--- config.mk ---
export PLATFORM = sky130hd
export DESIGN_NAME = idex_stage_reg
export DESIGN_NICKNAME = d
export VERILOG_FILES = /design/src/rtl/idex_pkg.sv /design/src/rtl/alu_ctrl_dec.sv /design/src/rtl/idex_stage_reg.sv
export SDC_FILE = /design/constraint.sdc
export NUM_CORES = 1
export LEC_CHECK = 0
export ABC_AREA = 1
export CAP_MARGIN = 20
export CORE_MARGIN = 5
export CORE_UTILIZATION = 35
export DETAILED_ROUTE_END_ITERATION = 16
export PLACE_DENSITY = 0.81
export SLEW_MARGIN = 20
export SYNTH_ARGS = -nofsm -noshare
export SYNTH_HDL_FRONTEND = slang
export SYNTH_SLANG_ARGS = --single-unit
--- constraint.sdc ---
create_clock -name clk_i -period 3.55 [get_ports clk_i]
set_clock_uncertainty 0.2 [all_clocks]
set_input_delay 0.5325 -clock clk_i [delete_from_list [all_inputs] [get_ports clk_i]]
set_output_delay 0.5325 -clock clk_i [all_outputs]
set_load 0.05 [all_outputs]
--- src/rtl/idex_pkg.sv ---
// ---------------------------------------------------------------------------
// idex_pkg
// Shared constants for the ID/EX pipeline boundary.
//   ALU_*    : 4-bit ALU control codes presented to EX.
//   ALUOP_*  : 2-bit ALU operation class produced by the main decoder.
//   ALU_BUBBLE : ALU code loaded when a bubble is inserted (harmless ADD).
// ---------------------------------------------------------------------------
package idex_pkg;

   localparam logic [3:0] ALU_AND = 4'b0000;
   localparam logic [3:0] ALU_OR  = 4'b0001;
   localparam logic [3:0] ALU_ADD = 4'b0010;
   localparam logic [3:0] ALU_XOR = 4'b0011;
   localparam logic [3:0] ALU_SLL = 4'b0100;
   localparam logic [3:0] ALU_SRL = 4'b0101;
   localparam logic [3:0] ALU_SUB = 4'b0110;
   localparam logic [3:0] ALU_SRA = 4'b0111;
   localparam logic [3:0] ALU_SLT = 4'b1000;
   localparam logic [3:0] ALU_MUL = 4'b1111;

   localparam logic [1:0] ALUOP_MEM = 2'b00;
   localparam logic [1:0] ALUOP_BR  = 2'b01;
   localparam logic [1:0] ALUOP_R   = 2'b10;
   localparam logic [1:0] ALUOP_I   = 2'b11;

   // A bubble decodes as ADD so EX computes something benign.
   localparam logic [3:0] ALU_BUBBLE = ALU_ADD;

endpackage

--- src/rtl/alu_ctrl_dec.sv ---
// ---------------------------------------------------------------------------
// alu_ctrl_dec
// Combinational ALU control decoder.
// Ports:
//   aluop_i    [1:0] ALU operation class (mem / branch / R-type / I-type)
//   funct3_i   [2:0] instruction funct3
//   funct7_i   [6:0] instruction funct7
//   alu_ctrl_o [3:0] ALU control code
//   illegal_o        unsupported encoding (code falls back to ADD)
// ---------------------------------------------------------------------------
module alu_ctrl_dec
   import idex_pkg::*;
(
   input  logic [1:0] aluop_i,
   input  logic [2:0] funct3_i,
   input  logic [6:0] funct7_i,
   output logic [3:0] alu_ctrl_o,
   output logic       illegal_o
);

   always_comb begin
      alu_ctrl_o = ALU_ADD;
      illegal_o  = 1'b0;
      case (aluop_i)
         ALUOP_MEM: alu_ctrl_o = ALU_ADD;
         ALUOP_BR:  alu_ctrl_o = ALU_SUB;
         ALUOP_R: begin
            case ({funct7_i, funct3_i})
               10'b0000000_000: alu_ctrl_o = ALU_ADD;
               10'b0100000_000: alu_ctrl_o = ALU_SUB;
               10'b0000000_111: alu_ctrl_o = ALU_AND;
               10'b0000000_110: alu_ctrl_o = ALU_OR;
               10'b0000000_100: alu_ctrl_o = ALU_XOR;
               10'b0000000_001: alu_ctrl_o = ALU_SLL;
               10'b0000000_101: alu_ctrl_o = ALU_SRL;
               10'b0100000_101: alu_ctrl_o = ALU_SRA;
               10'b0000000_010: alu_ctrl_o = ALU_SLT;
               10'b0000001_000: alu_ctrl_o = ALU_MUL;
               default:         illegal_o  = 1'b1;
            endcase
         end
         default: begin
            // I-type: funct7 only matters for the shift-immediate forms,
            // elsewhere those bits belong to the immediate.
            case (funct3_i)
               3'b000: alu_ctrl_o = ALU_ADD;
               3'b111: alu_ctrl_o = ALU_AND;
               3'b110: alu_ctrl_o = ALU_OR;
               3'b100: alu_ctrl_o = ALU_XOR;
               3'b010: alu_ctrl_o = ALU_SLT;
               3'b001: begin
                  if (funct7_i == 7'b0000000) alu_ctrl_o = ALU_SLL;
                  else                        illegal_o  = 1'b1;
               end
               3'b101: begin
                  if (funct7_i == 7'b0000000)      alu_ctrl_o = ALU_SRL;
                  else if (funct7_i == 7'b0100000) alu_ctrl_o = ALU_SRA;
                  else                             illegal_o  = 1'b1;
               end
               default: illegal_o = 1'b1;
            endcase
         end
      endcase
   end

endmodule

--- src/rtl/idex_stage_reg.sv ---
// ---------------------------------------------------------------------------
// idex_stage_reg
// Registered ID/EX boundary. Decodes the ALU control code and selects ALU
// operand 2 combinationally, then captures everything on the rising edge.
// Edge priority: reset (async) > flush (bubble) > stall (hold) > load.
// Ports:
//   clk_i, rst_i                 clock, async active-high reset
//   stall_i, flush_i             hazard hold / bubble insertion
//   valid_i                      ID holds a real instruction
//   rs1_data_i, rs2_data_i       register read data
//   iimm_i, simm_i               sign-extended I / S immediates
//   rs1_addr_i, rs2_addr_i, rd_addr_i  register addresses
//   funct3_i, funct7_i           instruction function fields
//   wb_i, mem_i                  RegWrite, {MemRead, MemWrite}
//   aluop_i, alusrc_i            ALU class, operand-2 select (1 = imm)
//   *_o                          registered versions presented to EX
//   alu_ctrl_o, illegal_o        registered ALU code / unsupported flag
// ---------------------------------------------------------------------------
module idex_stage_reg
   import idex_pkg::*;
#(
   parameter int XLEN    = 32,
   parameter int RADDR_W = 5
) (
   input  logic               clk_i,
   input  logic               rst_i,
   input  logic               stall_i,
   input  logic               flush_i,
   input  logic               valid_i,
   input  logic [XLEN-1:0]    rs1_data_i,
   input  logic [XLEN-1:0]    rs2_data_i,
   input  logic [XLEN-1:0]    iimm_i,
   input  logic [XLEN-1:0]    simm_i,
   input  logic [RADDR_W-1:0] rs1_addr_i,
   input  logic [RADDR_W-1:0] rs2_addr_i,
   input  logic [RADDR_W-1:0] rd_addr_i,
   input  logic [2:0]         funct3_i,
   input  logic [6:0]         funct7_i,
   input  logic               wb_i,
   input  logic [1:0]         mem_i,
   input  logic [1:0]         aluop_i,
   input  logic               alusrc_i,
   output logic               valid_o,
   output logic [XLEN-1:0]    val1_o,
   output logic [XLEN-1:0]    val2_o,
   output logic [XLEN-1:0]    simm_o,
   output logic [3:0]         alu_ctrl_o,
   output logic [RADDR_W-1:0] rs1_addr_o,
   output logic [RADDR_W-1:0] rs2_addr_o,
   output logic [RADDR_W-1:0] rd_addr_o,
   output logic               wb_o,
   output logic [1:0]         mem_o,
   output logic               illegal_o
);

   logic [3:0]         dec_alu;
   logic               dec_ill;

   logic               valid_q,   valid_d;
   logic [XLEN-1:0]    val1_q,    val1_d;
   logic [XLEN-1:0]    val2_q,    val2_d;
   logic [XLEN-1:0]    simm_q,    simm_d;
   logic [3:0]         alu_q,     alu_d;
   logic [RADDR_W-1:0] rs1_q,     rs1_d;
   logic [RADDR_W-1:0] rs2_q,     rs2_d;
   logic [RADDR_W-1:0] rd_q,      rd_d;
   logic               wb_q,      wb_d;
   logic [1:0]         mem_q,     mem_d;
   logic               ill_q,     ill_d;

   alu_ctrl_dec u_dec (
      .aluop_i    (aluop_i),
      .funct3_i   (funct3_i),
      .funct7_i   (funct7_i),
      .alu_ctrl_o (dec_alu),
      .illegal_o  (dec_ill)
   );

   // Load values. Side effects (write-back, memory, illegal trap) are
   // suppressed for an empty slot; data fields pass through untouched.
   always_comb begin
      valid_d = valid_i;
      val1_d  = rs1_data_i;
      val2_d  = alusrc_i ? iimm_i : rs2_data_i;
      simm_d  = simm_i;
      alu_d   = dec_alu;
      rs1_d   = rs1_addr_i;
      rs2_d   = rs2_addr_i;
      rd_d    = rd_addr_i;
      wb_d    = valid_i & wb_i;
      mem_d   = valid_i ? mem_i : 2'b00;
      ill_d   = valid_i & dec_ill;
   end

   always_ff @(posedge clk_i or posedge rst_i) begin
      if (rst_i) begin
         valid_q <= 1'b0;
         val1_q  <= '0;
         val2_q  <= '0;
         simm_q  <= '0;
         alu_q   <= 4'b0000;
         rs1_q   <= '0;
         rs2_q   <= '0;
         rd_q    <= '0;
         wb_q    <= 1'b0;
         mem_q   <= 2'b00;
         ill_q   <= 1'b0;
      end else if (flush_i) begin
         valid_q <= 1'b0;
         val1_q  <= '0;
         val2_q  <= '0;
         simm_q  <= '0;
         alu_q   <= ALU_BUBBLE;
         rs1_q   <= '0;
         rs2_q   <= '0;
         rd_q    <= '0;
         wb_q    <= 1'b0;
         mem_q   <= 2'b00;
         ill_q   <= 1'b0;
      end else if (!stall_i) begin
         valid_q <= valid_d;
         val1_q  <= val1_d;
         val2_q  <= val2_d;
         simm_q  <= simm_d;
         alu_q   <= alu_d;
         rs1_q   <= rs1_d;
         rs2_q   <= rs2_d;
         rd_q    <= rd_d;
         wb_q    <= wb_d;
         mem_q   <= mem_d;
         ill_q   <= ill_d;
      end
   end

   assign valid_o    = valid_q;
   assign val1_o     = val1_q;
   assign val2_o     = val2_q;
   assign simm_o     = simm_q;
   assign alu_ctrl_o = alu_q;
   assign rs1_addr_o = rs1_q;
   assign rs2_addr_o = rs2_q;
   assign rd_addr_o  = rd_q;
   assign wb_o       = wb_q;
   assign mem_o      = mem_q;
   assign illegal_o  = ill_q;

endmodule

### Word level (Yosys, flattened, before mapping)

Index checks and enable logic that the tools add are counted.
Widths: inputs -> output; s select.

* bits in registers: 120
* input port bits: 164
* output and inout bits: 120
* word-level logic and storage cells: 75

* equality and inequality tests: 19
* multiplexer cells: 36
* bitwise operators: 2
* reduce and logical (&&, ||, !) cells: 7

Operators with widths (count)
* $mux 32: 7
* $eq 10x3->1 const B: 4
* $pmux 4 s9: 1
* $mux 5: 6
* $pmux 4 s6: 1
* $eq 10x9->1 const B: 2
* $eq 3x3->1 const B: 4
* $mux 4: 3
* $pmux 4 s3: 1
* $eq 10x1->1 const B: 1
* $eq 10x2->1 const B: 1
* $eq 10x4->1 const B: 1
* $logic_not 10->1: 1
* $mux 1: 10
* $reduce_or 10->1: 1
* $eq 7x6->1 const B: 1
* $logic_not 7->1: 1
* $mux 2: 3
* $mux 3: 2
* $reduce_or 5->1: 1
* $eq 3x1->1 const B: 1
* $eq 3x2->1 const B: 1
* $logic_not 3->1: 1
* $pmux 1 s3: 1
* 7 further kinds: 8

### Logic depth before layout (Yosys ltp)

Gate-level depths: netlist of run 1.

* depth after elaboration: 8
* depth in mapped cells: 11
* gate-level depth less buffers: 11

### Modules after synthesis

From an unflattened synthesis of run 1, not the netlist that was laid out.

* cell total of the unflattened synthesis: 716
* area, all modules: 5421.4 um2

Modules (own cells, without submodules)
* idex_stage_reg: times used 1, cells each 635, area each 5016.1 um2, sequential area each 3002.9 um2
* alu_ctrl_dec: times used 1, cells each 81, area each 405.4 um2, sequential area each 0.0 um2

### Worst setup path after synthesis of run 1

Ideal clock, no wire load.

* path kind: input port to flip-flop
* start point: input port funct7_i[5]
* end point: register alu_q[1] (netlist: alu_ctrl_o[1])
* setup time: 0.125 ns
* arrival: 1.237 ns
* data required time: 3.225 ns
* path slack: 1.988 ns
* stages on the path: 8
* path buffers: 0
* path through: nor2_2 -> nand2_1 -> nor3_2 -> inv_2 -> nand3_1 -> nand2_1 -> nand2_1 -> a21oi_1

* cells in the longest elaborated chain, start to end: 6
* elaborated cells between the ends (all ways): 17
* classes of those cells: 9 x eq/ne; 7 x mux; 1 x reduce/logical

Ends and longest elaborated chain
* start, declared: RTL line idex_stage_reg.sv:38 `input logic [6:0] funct7_i,`
* $logic_not 7->1: RTL line alu_ctrl_dec.sv:52, alu_ctrl_dec.sv:56
* $mux 4 or $mux 3 (tied branches): RTL line alu_ctrl_dec.sv:56, alu_ctrl_dec.sv:52
* $pmux 4 s6: RTL line alu_ctrl_dec.sv:45 `case (funct3_i)`
* $pmux 4 s3 (*): RTL line alu_ctrl_dec.sv:24 `case (aluop_i)`
* $mux 4 (*): RTL line idex_stage_reg.sv:120 `end else if (!stall_i) begin`
* $mux 4 (*): RTL line idex_stage_reg.sv:108 `end else if (flush_i) begin`
* end signal, assigned: RTL line idex_stage_reg.sv:125 `alu_q <= alu_d;`
* end, declared: RTL line idex_stage_reg.sv:63 `logic [3:0] alu_q, alu_d;`

Mark *: on every way between the ends. The rest lies on a longest branch, timed or not. The select of a mux whose other input is x is not followed.
A chain may end at the register's enable or synchronous reset.

### Worst setup path after layout of run 1

* start point: register val1_q[29] (netlist: val1_o[29])
* end point: output port val1_o[29]

RTL lines
* start, declared: RTL line idex_stage_reg.sv:60 `logic [XLEN-1:0] val1_q, val1_d;`
* start signal, assigned: RTL line idex_stage_reg.sv:122 `val1_q <= val1_d;`
* end, declared: RTL line idex_stage_reg.sv:44 `output logic [XLEN-1:0] val1_o,`

No word-level cell between the ends.

==> results.ini, run 1 <==
[status]
status = finished, final reports clean

[setup_path]
cp-startpoint = val1_o[29]$_DFFE_PP0P_
worst-path-buf-inv = 1
start_kind = flip-flop
rrSetupSlack_ns = 2.58
cp_slowest_stage_delay_ns = 0.87
critPathCaptureType = primary output
path_delay_family = buffers and inverters
required_ns = 2.82
path_max_fanout = 2
slowest_stage = clkdlybuf4s50_1
path_class = reg2out
worstPathCellList = clkdlybuf4s50_1
r2r-start = alu_ctrl_o[1]$_DFFE_PP0P_
worst_ep_arrival_time_ns = 1.63

[die]
die_area_um2 = 16600
fp.dieH_um = 129
num_rows = 43
start_util_pct = 35.7
core_um2 = 13900
die_x_um = 129
io_pins = 284

[clock_tree]
root_buffer = clkbuf_16
cts_sinks = 120
hold_buffers = 0
cts_setup_buffers = 0
numCtsBuffers = 17
cts_tree = done
clock_latency_ns = 0.40
ctsLongestPathBuffers = 2
cts_resized = 0
cts.clk_slew.worst_paths_ns = 0.05
cts.htree.levels = 4

[synth]
syn_area_um2 = 4960
ys_seq_area_share_pct = 60.6
synthSimpleGateAreaFrac_pct = 10.4
yosys.area_share.xor_xnor_pct = 0
synth_top_family_by_area = compound AO/OA/AOI/OAI gates
syn_avg_cell_area_um2 = 11.4
yosysUniqueCellTypes = 22
yosys_warnings = 0
syn_inst = 434
synthMuxAreaShare_pct = 6.46
synth_seq_cells = 120
synth_compound_area_share_pct = 18.8
synthesis.nets = 598
synthAdderAreaFrac_pct = 0

[global_route]
grt_pass1_vias = 4737
gr-usage-met3_pct = 6.39
grt_antenna_before_repair = 0
gr-usage-all-layers_pct = 19.1
grt_pass1_wl_um = 24900
use_met1_pct = 23.3
overflow = 0
grt_max_degree = 120
busiest_layer = met2
use_met2_pct = 31.5

[final_layout]
final_nets = 876
final_common_cell = clkdlybuf4s50_1
fillers = 1062
syn2layout_area_growth_pct = 72.6
final_cell_area_um2 = 8560
diodes = 0
final_cells = 905
final_cell_mix = clkdlybuf4s50_1, dfrtp_1, a22o_1
drive_gt1_share_pct = 7.86

[hold_path]
min_path_type = reg2reg
holdCritStartpoint = alu_ctrl_o[3]$_DFFE_PP0P_

[sta]
period_share_pct = 66.4
drv_slew = 0
finalHoldViolations = 0
fin_setup_tns_ns = 0
rsz0062_at_grt = false
setup_viol = 0
fmax_ghz = 0.424
min_period_ns = 2.36
slew_headroom_pct = 39.9
tightest_slew_ns = 0.902

[power]
peakVddDrop_mv = 0.283
finalPower_mw = 4.05
power_density_nw_per_um2 = 473
leakage_nw = 3.75

[detailed_routing]
first_pass_iters = 5
vias = 4530
postRouteAntennaNets = 0
via_per_inst = 5.01
routedWlPerCell_um = 17.7
dr.first_iter.drc_count = 277
drcViolationCount = 0
routed_wl_um = 16000

[run]
maxCapViolCount = 0

[place]
io_buffers = 283
dpl_cell_area_um2 = 7960
dp_hpwl_um = 11700
place.gp.congestion = 0.914
dp.cells = 873

-- state kept, by name, summed over array words and instances (netlist names) --
| register | count |
|---|---|
| mem_o | 2 |
| rd_addr_o | 5 |
| wb_o | 1 |
| rs1_addr_o | 5 |
| val2_o | 32 |
| val1_o | 32 |
| rs2_addr_o | 5 |
| alu_ctrl_o | 4 |
| illegal_o | 1 |
| simm_o | 32 |
| valid_o | 1 |
-- path summary, 6_finish.rpt --
check / endpoint / cells past startpoint
worst min register to register: alu_ctrl_o[3]$_DFFE_PP0P_ / 2
worst max register to register: alu_ctrl_o[1]$_DFFE_PP0P_ / 2
min in group asynchronous: val2_o[24]$_DFFE_PP0P_ / 3
worst max-delay path: val1_o[29] / 1
max in group asynchronous: alu_ctrl_o[3]$_DFFE_PP0P_ / 3
worst min-delay path: alu_ctrl_o[3]$_DFFE_PP0P_ / 2
-- synthesized netlist by cell type, drive strengths merged --
| cell | count | area share [%] |
|---|---|---|
| clkbuf | 11 | 0.83 |
| nand3 | 13 | 1.5 |
| nand2 | 67 | 5.2 |
| a21oi | 5 | 0.50 |
| o21a | 1 | 0.15 |
| nand4 | 3 | 0.38 |
| nor2 | 28 | 2.9 |
| a31oi | 2 | 0.25 |
| a22o | 82 | 14 |
| nor3 | 3 | 0.40 |
| mux2i | 32 | 6.5 |
| o21ai | 34 | 3.4 |
| buf | 17 | 1.7 |
| dfrtp | 120 | 61 |
| inv | 16 | 1.2 |
-- logic make-up after synthesis --
logic type / Yosys count
buffers and inverters: 44
AOI/OAI and AO/OA: 124
DFF: 120
and+or+nand+nor: 114
muxes: 32
-- stage by stage --
step	util (%)	hold WS [ns]	setup slack, ns
5_1_grt	61.7	0.298	1.13
2_1_floorplan	-	0.465	1.35
3_5_place_dp	57.4	0.264	1.12
6_report	61.7	0.275	1.19
3_3_place_gp	57.4	0.266	1.20
4_1_cts	61.7	0.280	1.16
-- per-layer routing --
| layer | part of all wire, % | wire (um) |
|---|---|---|
| met5 | 0 | 0 |
| met4 | 2.0 | 313 |
| met3 | 9.6 | 1540 |
| met2 | 48 | 7700 |
| met1 | 40 | 6450 |
-- power by group --
part	switching (mW)	internal (mW)
clock	0.635	1.07
sequential	0.0460	1.45
combinational	0.486	0.365
total	1.17	2.89
-- cell type report --
cell class / count / area (um2) / area share [%]
Tap cell: 180 / 225 / 2.63
Sequential cell: 120 / 3000 / 35.1
Timing Repair Buffer: 287 / 2900 / 33.8
Clock inverter: 13 / 143 / 1.67
Multi-Input combinational cell: 270 / 1780 / 20.8
Clock buffer: 19 / 453 / 5.29
Inverter: 16 / 63.8 / 0.746
Power figures use the tool's default switching activity.
==> run 2, diff against run 1 <==
--- a/config.mk
+++ b/config.mk
@@ -8,9 +8,9 @@
 export ABC_AREA = 1
 export CAP_MARGIN = 20
 export CORE_MARGIN = 5
-export CORE_UTILIZATION = 35
+export CORE_UTILIZATION = 38
 export DETAILED_ROUTE_END_ITERATION = 16
-export PLACE_DENSITY = 0.81
+export PLACE_DENSITY = 0.83
 export SLEW_MARGIN = 20
 export SYNTH_ARGS = -nofsm -noshare
 export SYNTH_HDL_FRONTEND = slang
==> constraint.sdc (replaced) <==
create_clock -name clk_i -period 2.3 [get_ports clk_i]
set_clock_uncertainty 0.2 [all_clocks]
set_input_delay 0.345 -clock clk_i [delete_from_list [all_inputs] [get_ports clk_i]]
set_output_delay 0.345 -clock clk_i [all_outputs]
set_load 0.05 [all_outputs]
==> run 2 against run 1 <==
Worst setup slack got worse by 1.1 ns. Critical path type unchanged. Largest cell class unchanged. Clock-buffer cell count increased by 1. Worst hold slack got worse by 0.054 ns. Critical path depth unchanged. Via count increased by 1.9%. Sequential power increased by 55%. Final cell count decreased by 0.22%. Non-clock buffer count increased by 6.
==> results.ini, run 2 (same netlist as run 1, synthesis figures left out) <==
[sta]
rsz0062_at_grt = false
whs_ns = 0.220
tightest_slew_ns = 0.576
drv_slew = 0
slew_headroom_pct = 61.5
period_share_pct = 94.5
setup_viol = 0
fmax_ghz = 0.460
finalHoldViolations = 0
fin_setup_tns_ns = 0
min_period_ns = 2.17

[die]
num_rows = 41
die_area_um2 = 15400
core_um2 = 12700
start_util_pct = 39.0
fp.dieH_um = 124
io_pins = 284
die_x_um = 124

[final_layout]
syn2layout_area_growth_pct = 74.4
fillers = 943
drive_gt1_share_pct = 8.34
final_nets = 882
diodes = 0
final_common_cell = clkdlybuf4s50_1
final_cell_mix = clkdlybuf4s50_1, dfrtp_1, a22o_1
fin_util_pct = 68.0

[run]
maxCapViolCount = 0

[power]
p_clk_share_pct = 42.2
pwr-share-seq_pct = 36.6
p_int_mw = 4.54
swShare_pct = 27.9
peakVddDrop_mv = 0.435
p_comb_share_pct = 21.2
finalPower_mw = 6.29
leakage_nw = 3.81
switchingPower_mw = 1.75
power_density_nw_per_um2 = 728

[clock_tree]
cts_sinks = 120
cts.clk_slew.worst_paths_ns = 0.05
numCtsBuffers = 17
hold_buffers = 0
cts.htree.levels = 4
cts_resized = 0
cts_tree = done
cts_setup_buffers = 0
clock_latency_ns = 0.40
ctsLongestPathBuffers = 2
root_buffer = clkbuf_16

[setup_path]
path_max_fanout = 2
cp_slowest_stage_delay_ns = 0.84
worst-path-buf-inv = 1
worst_ep_arrival_time_ns = 1.63
critPathCaptureType = primary output
path_class = reg2out
path_delay_family = buffers and inverters
slowest_stage = clkdlybuf4s50_1
required_ns = 1.75
worstPathCellList = clkdlybuf4s50_1
start_kind = flip-flop

[detailed_routing]
vias = 4617
first_pass_iters = 4
drcViolationCount = 0
routedWlPerCell_um = 18.5
routed_wl_um = 16700
postRouteAntennaNets = 0
dr.first_iter.drc_count = 366
via_per_inst = 5.11

[global_route]
grt_antenna_before_repair = 0
gr-usage-all-layers_pct = 21.5
grt_pass1_wl_um = 26500
overflow = 0
grt_pass1_vias = 4950
grt_max_degree = 64

[status]
status = finished, final reports clean

[place]
io_buffers = 283
dp_hpwl_um = 12500
place.gp.congestion = 0.930

[hold_path]
min_path_type = in2async

-- run 2: cell types whose count changed in the layout (fill, tap and decap cells not counted) --
cell / delta
buf_12: +4
buf_4: +2
bufinv_16: +1
clkbuf_1: +2
clkbuf_8: -1
clkinv_2: +2
clkinvlp_4: -2
inv_6: -2
-- run 2: cell type report --
class                           count  area, um2  share of cell area (%)
Tap cell                          172        215                    2.49
Clock buffer                       20        447                    5.17
Sequential cell                   120       3000                    34.7
Inverter                           16       63.8                   0.738
Multi-Input combinational cell    270       1780                    20.5
Clock inverter                     12        150                    1.74
Timing Repair Buffer              293       2990                    34.6
-- run 2: path summary, 6_finish.rpt --
path | startpoint | end | slack (ns) | cells past startpoint
worst max-delay path | illegal_o$_DFFE_PP0P_ | illegal_o | 0.13 | 1
worst min-delay path | rst_i | simm_o[18]$_DFFE_PP0P_ | 0.22 | 3
worst max register to register | alu_ctrl_o[1]$_DFFE_PP0P_ | alu_ctrl_o[1]$_DFFE_PP0P_ | 1.24 | 2
worst min register to register | val2_o[13]$_DFFE_PP0P_ | val2_o[13]$_DFFE_PP0P_ | 0.29 | 2
max in group asynchronous | rst_i | val2_o[2]$_DFFE_PP0P_ | 1.38 | 3
min in group clk_i | alusrc_i | val2_o[6]$_DFFE_PP0P_ | 0.28 | 3
-- run 2: per-stage QoR --
| step | cell area, um2 | worst slack, ns | std cells |
|---|---|---|---|
| 2_1_floorplan | 4960 | 0.286 | 434 |
| 3_3_place_gp | 8050 | 0.265 | 871 |
| 6_report | 8650 | 0.127 | 903 |
| 4_1_cts | 8650 | 0.103 | 903 |
| 5_1_grt | 8650 | 0.0809 | 903 |
| 3_5_place_dp | 8050 | 0.248 | 871 |
-- run 2: routing by layer --
| metal | part of all wire, % | global-route usage [%] | vias up |
|---|---|---|---|
| met2 | 50 | 35.8 | 255 |
| li1 | - | - | 2114 |
| met3 | 8.5 | 8.32 | 30 |
| met5 | 0 | 0 | - |
| met4 | 2.6 | 8.90 | 0 |
| met1 | 39 | 24.7 | 2218 |
-- run 2: power groups by stage --
stage / Sequential, mW / Combinational, mW / Clock (mW)
detailed placement: 2.34 / 1.34 / 0
global route: 2.32 / 1.40 / 2.83
CTS: 2.30 / 1.35 / 2.72
global placement: 2.33 / 1.32 / 0
finish: 2.31 / 1.34 / 2.65
floorplan: 2.76 / 0.265 / 0
-- run 2: worst min-delay path: cells and delay by family --
kind	cells	cell delay [ns]
buffers and inverters	3	0.86
